[config.mk]
export PLATFORM = sky130hd
export DESIGN_NAME = uart_rx_fifo_gen2
export DESIGN_NICKNAME = d
export VERILOG_FILES = /design/src/rtl/uart_rx_fifo_gen2.sv
export SDC_FILE = /design/constraint.sdc
export NUM_CORES = 1
export LEC_CHECK = 0
export ABC_AREA = 1
export BUFFER_PORTS_ARGS = -buffer_cell sky130_fd_sc_hd__buf_2
export CAP_MARGIN = 40
export CORE_ASPECT_RATIO = 1.4
export CORE_MARGIN = 8
export CORE_UTILIZATION = 25
export DETAILED_ROUTE_END_ITERATION = 8
export MAX_ROUTING_LAYER = met4
export SLEW_MARGIN = 20
export SYNTH_ARGS = -nofsm -noshare
export SYNTH_HDL_FRONTEND = slang
export SYNTH_SLANG_ARGS = --single-unit
[constraint.sdc]
create_clock -name clk -period 2.2 [get_ports clk]
set_input_delay 0.11 -clock clk [delete_from_list [all_inputs] [get_ports clk]]
set_output_delay 0.11 -clock clk [all_outputs]
set_load 0.005 [all_outputs]
[src/rtl/uart_rx_fifo_gen2.sv]
// rtl/uart_rx_fifo_gen2.sv - UART RX receive FIFO with trigger/overrun/flush flags
// Optional character-timeout interrupt enabled by `UART_RX_FIFO_TIMEOUT_EN.
module uart_rx_fifo_gen2 #(
  parameter int DATA_W        = 11,
  parameter int DEPTH         = 16,
  parameter int TIMEOUT_TICKS = 64,
  localparam int CNT_W        = $clog2(DEPTH) + 1
) (
  input  logic              clk,
  input  logic              rstn,
  input  logic              push,
  input  logic              pop,
  input  logic              flush,
  input  logic [DATA_W-1:0] data_in,
  input  logic [CNT_W-1:0]  trig_level,
  input  logic              tick,
  input  logic              overrun_clr,
  output logic [DATA_W-1:0] data_out,
  output logic              fifo_empty,
  output logic              fifo_full,
  output logic [CNT_W-1:0]  count,
  output logic              trig_irq,
  output logic              overrun,
  output logic              timeout_irq
);

  localparam int PTR_W = $clog2(DEPTH);

  logic [DATA_W-1:0] mem_q [DEPTH];
  logic [PTR_W-1:0]  wr_ptr_q, wr_ptr_d;
  logic [PTR_W-1:0]  rd_ptr_q, rd_ptr_d;
  logic [CNT_W-1:0]  count_q, count_d;
  logic              overrun_q, overrun_d;
  logic              empty_w, full_w;
  logic              do_push, do_pop, drop;

  assign empty_w = (count_q == '0);
  assign full_w  = (count_q == CNT_W'(DEPTH));

  // At full, a simultaneous pop frees the slot, so the push is accepted.
  always_comb begin
    do_pop    = pop  & ~flush & ~empty_w;
    do_push   = push & ~flush & (~full_w | pop);
    drop      = push & ~flush & full_w & ~pop;
    wr_ptr_d  = wr_ptr_q;
    rd_ptr_d  = rd_ptr_q;
    count_d   = count_q;
    overrun_d = overrun_q;
    if (flush) begin
      wr_ptr_d = '0;
      rd_ptr_d = '0;
      count_d  = '0;
    end else begin
      if (do_push) wr_ptr_d = wr_ptr_q + 1'b1;
      if (do_pop)  rd_ptr_d = rd_ptr_q + 1'b1;
      if (do_push && !do_pop)      count_d = count_q + CNT_W'(1);
      else if (do_pop && !do_push) count_d = count_q - CNT_W'(1);
    end
    if (drop)             overrun_d = 1'b1;
    else if (overrun_clr) overrun_d = 1'b0;
  end

  always_ff @(posedge clk or negedge rstn) begin
    if (!rstn) begin
      wr_ptr_q  <= '0;
      rd_ptr_q  <= '0;
      count_q   <= '0;
      overrun_q <= 1'b0;
    end else begin
      wr_ptr_q  <= wr_ptr_d;
      rd_ptr_q  <= rd_ptr_d;
      count_q   <= count_d;
      overrun_q <= overrun_d;
    end
  end

  // Storage is deliberately left out of reset.
  always_ff @(posedge clk) begin
    if (do_push) mem_q[wr_ptr_q] <= data_in;
  end

  assign data_out   = empty_w ? '0 : mem_q[rd_ptr_q];
  assign fifo_empty = empty_w;
  assign fifo_full  = full_w;
  assign count      = count_q;
  assign overrun    = overrun_q;
  assign trig_irq   = (trig_level != '0) && (count_q >= trig_level);

`ifdef UART_RX_FIFO_TIMEOUT_EN
  localparam int TO_W = $clog2(TIMEOUT_TICKS + 1);
  localparam logic [TO_W-1:0] TO_MAX = TO_W'(TIMEOUT_TICKS);

  logic [TO_W-1:0] to_cnt_q, to_cnt_d;

  always_comb begin
    to_cnt_d = to_cnt_q;
    if (flush || push || pop || empty_w) to_cnt_d = '0;
    else if (tick && to_cnt_q != TO_MAX) to_cnt_d = to_cnt_q + 1'b1;
  end

  always_ff @(posedge clk or negedge rstn) begin
    if (!rstn) to_cnt_q <= '0;
    else       to_cnt_q <= to_cnt_d;
  end

  assign timeout_irq = (to_cnt_q == TO_MAX) && !empty_w;
`else
  logic unused_timeout;
  assign unused_timeout = tick | (TIMEOUT_TICKS < 1);
  assign timeout_irq    = 1'b0;
`endif

endmodule

==> Yosys cells after proc, flatten, opt, wreduce, memory -nomap -nowiden <==
Memories as Yosys holds them, arrays and structs flattened.
Index checks and enable logic that the tools add are counted.
Widths: inputs -> output; s select.
{ "totals": {"inputBits": 23, "output_inout_bits": 21, "n_memories": 1, "elab_cells": 45, "reg_bits": 14, "ramBits": 176} }
{ "memory_table": {"columns": ["name", "depth", "word_bits", "rd", "rd_clocked_by_memory_dff", "wr", "line_no", "text"], "rows": [
  ["mem_q", 16, 11, 1, 0, 1, "29", "logic [DATA_W-1:0] mem_q [DEPTH];"]
]} }
{ "classes": {"bitwise_logic": 11, "add_sub_neg": 4, "eq_ne": 1, "muxes": 12, "reduce_logical": 11, "magnitude_cmp": 1} }
{ "op_table": {"columns": ["cell", "n"], "rows": [
  ["$mux 4", 4],
  ["$mux 5", 3],
  ["$mux 11", 1],
  ["$add 4x1->4 const B", 2],
  ["$and 1x1->1", 6],
  ["$reduce_bool 2->1", 3],
  ["$add 5x1->5 const B", 1],
  ["$eq 5x5->1 const B", 1],
  ["$ge 5x5->1", 1],
  ["$logic_not 5->1", 1],
  ["$reduce_bool 5->1", 1],
  ["$sub 5x1->5 const B", 1],
  ["$mux 1", 4],
  ["$not 1->1", 4],
  ["$logic_and 1x1->1", 3],
  ["$reduce_bool 3->1", 1],
  ["$logic_not 1->1", 2],
  ["$or 1x1->1", 1]
]} }

==> Longest topological paths before layout <==
{ "logic_depth": {"ltp_word": 9, "ltp_mapped": 14, "depth_no_buf": 14} }

==> Worst setup path after synthesis <==
Ideal clock, no wire load.
{ "synth_path": {"path_kind": "reg2reg", "start": "reg count_q[1] (netlist: count[1])", "end": "reg count_q[4] (netlist: count[4])", "path_buffers": 0, "setup_time_ns": 0.116, "period_less_slack_ns": 2.018, "stages_incl_launch_ff": 14, "arrival_time_ns": 1.901, "required_time_ns": 2.084, "setup_slack_ns": 0.182, "path_cell_list": "dfrtp_1 -> nor2_2 -> nand3_4 -> nand2_4 -> nand3_2 -> fa_1 -> nand3_1 -> nand4_1 -> nand2_1 -> inv_1 -> nand2_1 -> nand2_1 -> nand2_1 -> nand2_1"} }
{ "synth_between": {"elab_chain_cells": 7, "word_cells_on_any_way": 17, "classes_between": "2 x add/sub; 1 x eq/ne; 3 x mux; 5 x bitwise; 6 x reduce/logical"} }
{ "synth_lines": {"columns": ["element", "line_no", "text"], "rows": [
  ["start: declaration", "32", "logic [CNT_W-1:0] count_q, count_d;"],
  ["start signal: assignment", "72", "count_q <= count_d;"],
  ["parallel branches: the longest is 7 deep, another holds $sub 5x1->5", null, null]
]} }
Several ways; the timed one is not identified. The select of a mux whose other input is x is not followed.
A chain may end at the register's enable or synchronous reset.

==> Worst setup path after layout <==
{ "layout_path": {"start": "reg rd_ptr_q[0]", "end": "out data_out[7]"} }
{ "layout_between": {"elab_chain_cells": 2} }
{ "layout_lines": {"columns": ["element", "line_no", "text"], "rows": [
  ["start: declaration", "31", "logic [PTR_W-1:0] rd_ptr_q, rd_ptr_d;"],
  ["start signal: assignment", "71", "rd_ptr_q <= rd_ptr_d;"],
  ["$mem_v2 16x11", null, null],
  ["$mux 11", "82", "assign data_out = empty_w ? '0 : mem_q[rd_ptr_q];"],
  ["end: declaration", "18", "output logic [DATA_W-1:0] data_out,"]
]} }
Every way passes these cells.

==> impl_metrics.csv <==
group,metric,value,unit
pwr,power.leakage,3.773,nW
synthesis,synth.distinct_cells,33,
synthesis,yosysWarnings,0,
routing,drt-initial-drc-count,369,
critical_path,r2r_start,"count[0]",
routing,vias_per_cell,4.374,
clock_tree,cts_max_path_buffers,2,
routing,highest_layer,"met4",
routing,route.detailed.drc,0,
sta,final_hold_viol_count,0,
floorplanning,initial_core_util,0.2509,
clock_tree,numClockSinks,190,
sta,period_share,0.9654,
finish,drive_above_1_share,0.1973,
floorplanning,io_pins,44,
global_routing,grt_pass1_vias,5611,
synthesis,synth_seq_cells,190,
routing,routed_wl,19.80,mm
place,dp_hpwl,13.22,mm
critical_path,worst_setup_path_end_kind,"primary output",
finish,final_nets,841,
routing,wl_per_cell,15.70,um
routing,drt_pass1_iterations,5,
synthesis,syn_area,8259,um^2
critical_path,criticalPathCategory,"flop to primary output",
synthesis,synth_cells,725,
global_routing,antenna_found_initial,0,
clock_tree,cts_root_buffer,"clkbuf_16",
pwr,power,10.09,mW
floorplanning,core_area,32920,um^2
sta,max_freq,470.8,MHz
pwr,swShare,0.2998,
synthesis,synth_top_area_frac,0.6399,
job,maxCapViolations,0,
critical_path,cp_max_fo,16,
pwr,seq_power_share,0.408,
critical_path,arrival,2010,ps
place,gp_congestion,0.8149,
routing,wl_met2,10.94,mm
floorplanning,die_w,169.6,um
pwr,pwr-share-comb,0.265,
critical_path,crit_required,2090,ps
routing,via_count,5516,
global_routing,grt_max_degree,62,
synthesis,avgSynthCellArea,11.39,um^2
floorplanning,die_area,39190,um^2
pwr,p_sw,3.026,mW
critical_path,timing.rr.end,"count[4]",
critical_path,crit_chain,"inv_6 > clkbuf_16 > o21ai_0 > o22ai_1 > nand2_1 > nand2_1 > nand2_1 > nor2_1 > buf_2",
sta,fin_skew,6.714,ps
critical_path,cp-start-kind,"flop",
global_routing,grt_pass1_wl,30.94,mm
sta,min_period,2124,ps
critical_path,cp_num_buf_inv,3,
routing,routed-wl-met3,698,um
clock_tree,tritoncts,"yes",
clock_tree,cts_buffers,17,
routing,antenna_left,0,
status,status,"complete, no violations",
synthesis,syn_nets,763,
pwr,ir_worst_vdd,0.5370,mV
synthesis,seq_area_frac_synth,0.6823,
global_routing,grt.overflow.total,0,
sta,maxSlewViolCount,0,
min_path,hold_class,"primary input to flop",
finish,final_cell_mix,"nand2_1 (226), edfxtp_1 (176), nor2_1 (61)",
floorplanning,die_y,231.1,um
pwr,powerDensity,1006,nW/um^2
critical_path,cp-endpoint,"data_out[7]",
synthesis,yosysTopAreaCell,"edfxtp_1",
pwr,p_int,7.068,mW
critical_path,crit_top_cell,"nand2_1",
critical_path,r2r_slack,240,ps
critical_path,worstSetupPathDepth,9,
finish,diodes,0,
synthesis,synth_area_leaders,"edfxtp_1 (64%), nand2_1 (10%), dfrtp_1 (4.2%), nor2_1 (3.0%), a21oi_1 (2.7%)",
critical_path,crit_path_max_incr_delay,490,ps
clock_tree,htreeDepth,4,
sta,setup_viol,0,
global_routing,track_usage,0.1065,
pwr,p_clk_frac,0.327,
critical_path,slowest_stage,"dfrtp_2",
sta,rsz0062_at_grt,"yes",
routing,met1_length,7.589,mm
critical_path,critPathTopFamily,"buffers and inverters",
place,portBuffers,41,
floorplanning,num_rows,79,
place,place_ws,107.9,ps
clock_tree,clkLatencyLatePin,430,ps
finish,final_common_cell,"nand2_1",
clock_tree,clk_pin_slew,70,ps
critical_path,r2r.worst_path.cells,13,
sta,finalWorstSetupSlack,76.15,ps
critical_path,timing.critical_path.from,"rd_ptr_q[0]",
finish,final_core_util,0.3048,
finish,area_delta_synth_final,21.48,%
cell usage after synthesis:
master,n
a21boi_0,11
conb_1,1
clkbuf_1,5
a21oi_1,45
dfrtp_1,14
a32oi_1,1
nand4_1,4
inv_2,6
nor2_2,2
inv_4,1
nor3_1,2
nor2_1,65
nor2_4,3
inv_1,19
nand2_4,1
buf_4,11
edfxtp_1,176
o21ai_1,22
nand3_1,24
nand3_2,1
nand2_1,226
xor2_1,3
a21oi_2,16
o22ai_1,13
xnor2_1,1
buf_1,1
buf_6,4
fa_1,1
nand2_2,3
o21ai_0,16
buf_2,12
nand3_4,1
ha_1,14
how the worst min path moves through the flow:
stage                           from          end  slack [ps]  cells after the start
after floorplan                 rstn     count[0]        -190                      0
after global placement          rstn     count[3]          30                      1
after detailed placement        rstn     count[1]          30                      1
after CTS                 data_in[7]  mem_q[5][7]          50                      1
after global routing      data_in[7]  mem_q[5][7]          70                      1
final                     data_in[7]  mem_q[5][7]          70                      1
metal layers:
| metal | GRT usage | up-vias |
|---|---|---|
| met5 | - | - |
| met4 | 0.04353 | 0 |
| met3 | 0.02094 | 31 |
| met2 | 0.1913 | 135 |
| met1 | 0.1123 | 2689 |
| li1 | - | 2661 |
flip-flops by register name, summed over array words and instances (netlist names):
name,cells
count,5
mem_q,176
rd_ptr_q,4
overrun,1
wr_ptr_q,4
cells by family (layout without fill, tap and decap cells):
family                   Yosys count  count (layout)  synth area share
XOR/XNOR                           4               4          0.004243
flip-flops                       190             190            0.6823
adder cells (fa/ha/maj)           15              15           0.02363
buffers and inverters             59             150           0.03757
other                              1               1         0.0004540
AO/OA/AOI/OAI                    124             124           0.08817
AND/OR/NAND/NOR                  332             332            0.1636
final cells by class:
class,instances,area (um^2)
clock buffer,21,440.4
timing repair buffer,92,728.2
fill,3248,22880
inverter,26,107.6
clock inverter,11,188.9
tap,445,556.8
sequential,190,5639
multi-input combinational,476,2372
through the flow:
step	cells	setup TNS, ps	hold WS, ps	area (um^2)
floorplan	725	0	-185.6	8259
global placement	1218	0	28.41	9150
detailed placement	1218	0	33.65	9150
CTS	1255	0	51.97	9859
global route	1261	-88.63	67.71	10030
finish	1261	0	74.09	10030
power by group through the flow:
stage          clock network [mW]  logic [mW]  registers (mW)
3_3_place_gp                    0        2.39            4.18
6_report                     3.30        2.68            4.12
5_1_grt                      3.48        2.99            4.13
3_5_place_dp                    0        2.43            4.18
2_1_floorplan                   0        1.54            4.19
4_1_cts                      3.34        2.47            4.11
repair_timing:
action / 4_1_cts / 5_1_grt
pin swaps: 1 / 1
gates resized for setup: 7 / 19
cloned: 0 / 4
endpoints found under the hold margin: 17 / 0
endpoints found under the setup margin: 11 / 12
setup buffers: 2 / 2
hold buffers: 3 / 0
Note: power is estimated with default switching activity, not from simulation.
